===== config.mk =====
export PLATFORM = sky130hd
export DESIGN_NAME = kernel_loader_mc
export DESIGN_NICKNAME = d
export VERILOG_FILES = /design/src/rtl/kernel_loader_mc.sv
export SDC_FILE = /design/constraint.sdc
export NUM_CORES = 1
export LEC_CHECK = 0
export ABC_CLOCK_PERIOD_IN_PS = 2800
export CORE_ASPECT_RATIO = 0.7
export CORE_UTILIZATION = 37
export CTS_CLUSTER_DIAMETER = 80
export DETAILED_ROUTE_END_ITERATION = 16
export SKIP_CTS_REPAIR_TIMING = 1
export SYNTH_ARGS = -nofsm -noshare
export SYNTH_HDL_FRONTEND = slang
export SYNTH_SLANG_ARGS = --single-unit

===== constraint.sdc =====
create_clock -name i_clk -period 2.8 [get_ports i_clk]
set_clock_uncertainty 0.15 [all_clocks]
set_input_delay 0.28 -clock i_clk [delete_from_list [all_inputs] [get_ports i_clk]]
set_output_delay 0.28 -clock i_clk [all_outputs]
set_load 0.03 [all_outputs]

===== src/rtl/kernel_loader_mc.sv =====
// Streams K*K*C kernel weights from the weight BRAM into per-channel kernel register files.
// Define KERNEL_BIAS_LOAD_EN to also fetch one bias word per channel after the weights.
module kernel_loader_mc #(
  parameter int BRAM_ADDR_WIDTH = 10,
  parameter int WEIGHT_WIDTH    = 8,
  parameter int MAX_ELEMS       = 25,
  parameter int MAX_CH          = 4,
  parameter int ELEM_ADDR_WIDTH = 5,
  parameter int CH_WIDTH        = 2,
  parameter int READ_LATENCY    = 1
) (
  input  logic                       i_clk,
  input  logic                       i_rst_n,
  input  logic                       i_start,
  input  logic                       i_abort,
  input  logic [5:0]                 i_kernel_size,
  input  logic [CH_WIDTH:0]          i_num_channels,
  input  logic [BRAM_ADDR_WIDTH-1:0] i_base_addr,
  output logic                       o_bram_rd_en,
  output logic [BRAM_ADDR_WIDTH-1:0] o_bram_addr,
  input  logic [WEIGHT_WIDTH-1:0]    i_bram_rdata,
  output logic                       o_wr_en,
  output logic [CH_WIDTH-1:0]        o_wr_ch,
  output logic [ELEM_ADDR_WIDTH-1:0] o_wr_addr,
  output logic [WEIGHT_WIDTH-1:0]    o_wr_data,
`ifdef KERNEL_BIAS_LOAD_EN
  output logic                       o_bias_wr_en,
  output logic [CH_WIDTH-1:0]        o_bias_ch,
  output logic [WEIGHT_WIDTH-1:0]    o_bias_data,
`endif
  output logic                       o_busy,
  output logic                       o_done,
  output logic                       o_err
);

  localparam logic [5:0]                 MAX_SIZE  = 6'(MAX_ELEMS);
  localparam logic [CH_WIDTH:0]          MAX_CHAN  = (CH_WIDTH+1)'(MAX_CH);
  localparam logic [CH_WIDTH:0]          ONE_CHAN  = (CH_WIDTH+1)'(1);
  localparam logic [CH_WIDTH-1:0]        CH_INC    = CH_WIDTH'(1);
  localparam logic [ELEM_ADDR_WIDTH-1:0] ELEM_INC  = ELEM_ADDR_WIDTH'(1);
  localparam logic [BRAM_ADDR_WIDTH-1:0] ADDR_INC  = BRAM_ADDR_WIDTH'(1);

  typedef enum logic [2:0] {
    S_IDLE,
    S_ISSUE,
    S_DRAIN,
`ifdef KERNEL_BIAS_LOAD_EN
    S_BIAS,
`endif
    S_DONE
  } state_t;

  state_t                     r_state;
  state_t                     w_nextState;
  logic [5:0]                 r_size;
  logic [CH_WIDTH:0]          r_chans;
  logic                       r_err;
  logic [ELEM_ADDR_WIDTH-1:0] r_elem;
  logic [CH_WIDTH-1:0]        r_ch;
  logic [BRAM_ADDR_WIDTH-1:0] r_addr;

  logic [READ_LATENCY-1:0]    r_pVld;
  logic [CH_WIDTH-1:0]        r_pCh   [READ_LATENCY];
  logic [ELEM_ADDR_WIDTH-1:0] r_pElem [READ_LATENCY];
`ifdef KERNEL_BIAS_LOAD_EN
  logic [READ_LATENCY-1:0]    r_pBias;
`endif

  logic w_accept;
  logic w_cfgBad;
  logic w_elemLast;
  logic w_chLast;
  logic w_issuing;
  logic w_pipeTail;

  assign w_accept   = (r_state == S_IDLE) && i_start && !i_abort;
  assign w_cfgBad   = (i_kernel_size == 6'd0) || (i_kernel_size > MAX_SIZE) ||
                      (i_num_channels == '0) || (i_num_channels > MAX_CHAN);
  assign w_elemLast = (6'(r_elem) == (r_size - 6'd1));
  assign w_chLast   = ((CH_WIDTH+1)'(r_ch) == (r_chans - ONE_CHAN));
`ifdef KERNEL_BIAS_LOAD_EN
  assign w_issuing  = (r_state == S_ISSUE) || (r_state == S_BIAS);
`else
  assign w_issuing  = (r_state == S_ISSUE);
`endif

  // Leaving DRAIN when only the final stage is occupied puts o_done right after the last write.
  always_comb begin
    w_pipeTail = 1'b0;
    for (int i = 0; i < READ_LATENCY - 1; i++) begin
      w_pipeTail = w_pipeTail | r_pVld[i];
    end
  end

  always_ff @(posedge i_clk or negedge i_rst_n) begin
    if (!i_rst_n) r_state <= S_IDLE;
    else          r_state <= w_nextState;
  end

  always_comb begin
    w_nextState = r_state;
    case (r_state)
      S_IDLE: if (w_accept) w_nextState = w_cfgBad ? S_DONE : S_ISSUE;
      S_ISSUE: begin
        if (i_abort) w_nextState = S_IDLE;
`ifdef KERNEL_BIAS_LOAD_EN
        else if (w_elemLast && w_chLast) w_nextState = S_BIAS;
      end
      S_BIAS: begin
        if (i_abort) w_nextState = S_IDLE;
        else if (w_chLast) w_nextState = S_DRAIN;
`else
        else if (w_elemLast && w_chLast) w_nextState = S_DRAIN;
`endif
      end
      S_DRAIN: begin
        if (i_abort) w_nextState = S_IDLE;
        else if (!w_pipeTail) w_nextState = S_DONE;
      end
      S_DONE:  w_nextState = S_IDLE;
      default: w_nextState = S_IDLE;
    endcase
  end

  always_comb begin
    o_bram_rd_en = 1'b0;
    o_busy       = 1'b0;
    o_done       = 1'b0;
    o_err        = 1'b0;
    case (r_state)
      S_ISSUE: begin
        o_bram_rd_en = 1'b1;
        o_busy       = 1'b1;
      end
`ifdef KERNEL_BIAS_LOAD_EN
      S_BIAS: begin
        o_bram_rd_en = 1'b1;
        o_busy       = 1'b1;
      end
`endif
      S_DRAIN: o_busy = 1'b1;
      S_DONE: begin
        o_done = 1'b1;
        o_err  = r_err;
      end
      default: ;
    endcase
  end

  // Address advances by one per read; bias words sit directly after the last weight.
  always_ff @(posedge i_clk or negedge i_rst_n) begin
    if (!i_rst_n) begin
      r_size  <= '0;
      r_chans <= '0;
      r_err   <= 1'b0;
      r_elem  <= '0;
      r_ch    <= '0;
      r_addr  <= '0;
    end else begin
      case (r_state)
        S_IDLE: begin
          if (w_accept) begin
            r_size  <= i_kernel_size;
            r_chans <= i_num_channels;
            r_err   <= w_cfgBad;
            r_addr  <= i_base_addr;
            r_elem  <= '0;
            r_ch    <= '0;
          end
        end
        S_ISSUE: begin
          r_addr <= r_addr + ADDR_INC;
          if (w_elemLast) begin
            r_elem <= '0;
            r_ch   <= w_chLast ? '0 : r_ch + CH_INC;
          end else begin
            r_elem <= r_elem + ELEM_INC;
          end
        end
`ifdef KERNEL_BIAS_LOAD_EN
        S_BIAS: begin
          r_addr <= r_addr + ADDR_INC;
          r_ch   <= w_chLast ? '0 : r_ch + CH_INC;
        end
`endif
        default: ;
      endcase
    end
  end

  always_ff @(posedge i_clk or negedge i_rst_n) begin
    if (!i_rst_n) begin
      r_pVld <= '0;
`ifdef KERNEL_BIAS_LOAD_EN
      r_pBias <= '0;
`endif
      for (int i = 0; i < READ_LATENCY; i++) begin
        r_pCh[i]   <= '0;
        r_pElem[i] <= '0;
      end
    end else begin
      if (i_abort && (r_state != S_IDLE)) begin
        r_pVld <= '0;
      end else begin
        r_pVld[0] <= w_issuing;
        for (int i = 1; i < READ_LATENCY; i++) r_pVld[i] <= r_pVld[i-1];
      end
      r_pCh[0]   <= r_ch;
      r_pElem[0] <= r_elem;
`ifdef KERNEL_BIAS_LOAD_EN
      r_pBias[0] <= (r_state == S_BIAS);
      for (int i = 1; i < READ_LATENCY; i++) r_pBias[i] <= r_pBias[i-1];
`endif
      for (int i = 1; i < READ_LATENCY; i++) begin
        r_pCh[i]   <= r_pCh[i-1];
        r_pElem[i] <= r_pElem[i-1];
      end
    end
  end

  assign o_bram_addr = r_addr;
  assign o_wr_ch     = r_pCh[READ_LATENCY-1];
  assign o_wr_addr   = r_pElem[READ_LATENCY-1];
`ifdef KERNEL_BIAS_LOAD_EN
  assign o_wr_en      = r_pVld[READ_LATENCY-1] && !r_pBias[READ_LATENCY-1];
  assign o_bias_wr_en = r_pVld[READ_LATENCY-1] && r_pBias[READ_LATENCY-1];
  assign o_bias_ch    = r_pCh[READ_LATENCY-1];
  assign o_bias_data  = o_bias_wr_en ? i_bram_rdata : '0;
`else
  assign o_wr_en      = r_pVld[READ_LATENCY-1];
`endif
  assign o_wr_data   = o_wr_en ? i_bram_rdata : '0;

endmodule

==> impl_results.md <==
- Netlist area before placement: 2110 um^2
- Area growth syn-to-layout: 36.7%
- Initial DRC Count: 80
- Data arrival time of the critical path: 1.88 ns
- Buf/Inv on CP: 2
- Number of fill cells in the layout: 498
- Antenna Cells: 0
- Htree depth: 2
- Reg-to-reg endpoint: r_state[0]$_DFFE_PN0P_
- Final total negative setup slack: 0 ns
- Top post-synthesis cells by area: sky130_fd_sc_hd__dfrtp_1, sky130_fd_sc_hd__mux2_2, sky130_fd_sc_hd__ha_1, sky130_fd_sc_hd__a21oi_1, sky130_fd_sc_hd__nand2_1
- Skew-Pair Late Insertion Delay: 0.30 ns
- Worst slack, placed: 0.551 ns
- Unrepaired setup endpoints after global routing: false
- Number of buffers inserted by port buffering: 60
- Cts bufs inserted: 5
- Clock period minus worst slack: 2.31 ns
- Remaining antenna violation count after routing: 0
- Slowest cell delay on critical path: 0.74 ns
- Number of nets in the layout: 315
- Worst vdd ir: 599 uV
- Vias in the first global route: 1604
- Overall die height: 65.3 um
- Post-detailed-routing wire length: 4.67 mm
- Count leader, synth: sky130_fd_sc_hd__dfrtp_1
- Starting density of the core: 0.394
- Antenna violations before repair: 0
- Congestion Overflow GR: 0
- Number of unique standard cell types used by synthesis: 38
- Fraction of final layout cells sized beyond drive strength 1: 0.134
- Sequential element share of the synthesized area: 0.438
- Share of the clock period used by the worst path: 0.826
- Util after Layout: 0.538
- Area leader, netlist: sky130_fd_sc_hd__dfrtp_1
- Count of pins over their slew limit: 0
- Area of the core: 5370 um^2
- Cells along the critical path: inv_1 -> ha_1 -> clkdlybuf4s50_1
- Setup violators final: 0
- Top-Level Pins: 61
- Count of yosys warnings during synthesis: 0
- Net count of the mapped netlist: 250
- #FFs+latches synth: 37
- Highest attainable clock frequency: 432 MHz
- Worst-case reg-to-reg path depth: 7
- PD cells: 1110 nW/um^2
- Post-synth EDFFs: 0
- Post-layout instance area: 2890 um^2
- Total Power: 3.22 mW
- Largest net degree at the start of global routing: 38
- Violations in the final reports: hold timing
- Relative slew slack: 0.437
- Proportion of register bits with asynchronous set or reset after synthesis: 1.00
- Req. time, crit path: 2.37 ns
- Clock buffer depth: 2
- P_leak: 1.21 nW
- Startpoint of the lowest-slack register-to-register path: r_size[0]$_DFFE_PN0P_
- Floorplan die area: 6030 um^2
- Cell count after placement: 341
- Hold violation total from the final report: 37
- Source of the critical timing path: r_state[1]$_DFFE_PN0P_
- Transition time at the pin with the least slew margin: 0.844 ns
- Total routing usage reported by global routing: 0.173
- FP Rows: 22
- Wire length of the first global-routing pass: 7.91 mm
- Worst reg-to-reg setup slack: 0.55 ns
- Outcome: finished with violations
- Post-route DRC: 0
- Tightest hold margin: -0.0629 ns
- Ranking of synthesized cells by instance count: sky130_fd_sc_hd__dfrtp_1, sky130_fd_sc_hd__mux2_2, sky130_fd_sc_hd__nand2_1, sky130_fd_sc_hd__a21oi_1, sky130_fd_sc_hd__o21ai_0
- Final cell count without fillers: 349
- Post-route worst setup slack: 0.487 ns
- Path class of the lowest-slack min-delay path: in2async
- Clk Tree Root Cell: sky130_fd_sc_hd__clkbuf_8
- Placed cell areas: 2810 um^2
- Mean number of vias per cell: 5.03
- DIE WIDTH: 92.4 um
- Most common flop cell mapped by yosys: sky130_fd_sc_hd__dfrtp_1
- Vias: 1754
- TritonCTS clock tree: done
- Number of iterations in the first detailed-routing pass: 4
- Number of max-cap violations: 0
- Startpoint Class: flip-flop
- Worst Setup Path Type: reg2out
- Detailed-route wire length per cell: 13.4 um
- Dpl hpwl: 3.49 mm
- Clock sink total: 37
- Cells after Synth: 211
- Share of Yosys cell area claimed by the top area cell type: 0.438
- Sort of element at the end of the critical path: primary output
- Average instance area after synthesis: 10.0 um^2
- Slowest CP cell: sky130_fd_sc_hd__clkdlybuf4s50_1
- Clock transition at path regs: 0.08 ns
- Routability congestion estimate: 0.747
- Critical-path maximum fanout: 9
- Largest delay share family, worst path: buffers and inverters
[placed cells by master, fill, tap and decap left out, types with 3 or more instances in the layout]
cell	Yosys	routed
sky130_fd_sc_hd__xor2_1	5	5
sky130_fd_sc_hd__inv_1	9	9
sky130_fd_sc_hd__mux2i_1	4	4
sky130_fd_sc_hd__o21ai_0	11	11
sky130_fd_sc_hd__xnor2_1	7	7
sky130_fd_sc_hd__clkbuf_8	0	5
sky130_fd_sc_hd__nor2_1	10	10
sky130_fd_sc_hd__ha_1	8	8
sky130_fd_sc_hd__o22ai_1	6	6
sky130_fd_sc_hd__a21oi_1	16	16
sky130_fd_sc_hd__nand2_1	17	17
sky130_fd_sc_hd__mux2_2	17	17
sky130_fd_sc_hd__o21ai_1	3	3
sky130_fd_sc_hd__clkdlybuf4s50_1	0	59
sky130_fd_sc_hd__dfrtp_1	37	37
sky130_fd_sc_hd__nand3_1	10	10
sky130_fd_sc_hd__buf_4	1	5
sky130_fd_sc_hd__nor3_1	4	4
sky130_fd_sc_hd__a31oi_1	3	3
sky130_fd_sc_hd__and3_1	5	5
sky130_fd_sc_hd__and2_1	9	9
[flip-flops by register name (all words and copies together) (netlist names)]
name         flops
o_wr_en          1
o_wr_ch          2
r_err            1
o_wr_addr        5
r_state          2
r_ch             2
o_bram_addr     10
r_chans          3
r_elem           5
r_size           6
[worst max path at each step]
stage	to	slack (ns)	cells past startpoint
floorplan	r_state[0]$_DFFE_PN0P_	0.66	7
global placement	r_state[1]$_DFFE_PN0P_	0.60	7
detailed placement	r_state[0]$_DFFE_PN0P_	0.55	7
CTS	o_bram_rd_en	0.45	3
global route	o_bram_rd_en	0.38	3
finish	o_bram_rd_en	0.49	3
[kinds of logic (layout without fill, tap and decap cells)]
family	count (synthesis)	in the layout	share of synthesized area
mux	23	23	0.120
xor+xnor	12	12	0.0497
fa+ha+maj	8	8	0.0473
flops	37	37	0.438
compound gates	45	45	0.140
buf+inv	16	82	0.0302
simple gates	70	70	0.175
[area by class of cell]
cell class,instances,area (um^2),area share
repair buffers,65,633,0.219
well taps,72,90.1,0.0312
clock inverters,2,10.0,0.00346
clock buffers,6,72.6,0.0251
inverters,9,33.8,0.0117
multi-input cells,158,1120,0.389
flip-flops and latches,37,926,0.320
[power by group]
group	internal (mW)	switching (mW)
registers	0.756	0.260
logic	0.846	0.991
clock network	0.172	0.193
total	1.77	1.44
[layer usage]
layer / vias up / wire length (um) / part of all wire / track usage
met5: - / 0 / 0 / 0
met4: 0 / 69 / 0.015 / 0.0645
met3: 8 / 344 / 0.074 / 0.0475
met2: 55 / 1790 / 0.38 / 0.227
met1: 814 / 2460 / 0.53 / 0.263
li1: 877 / - / - / -
Power figures use the tool's default switching activity.
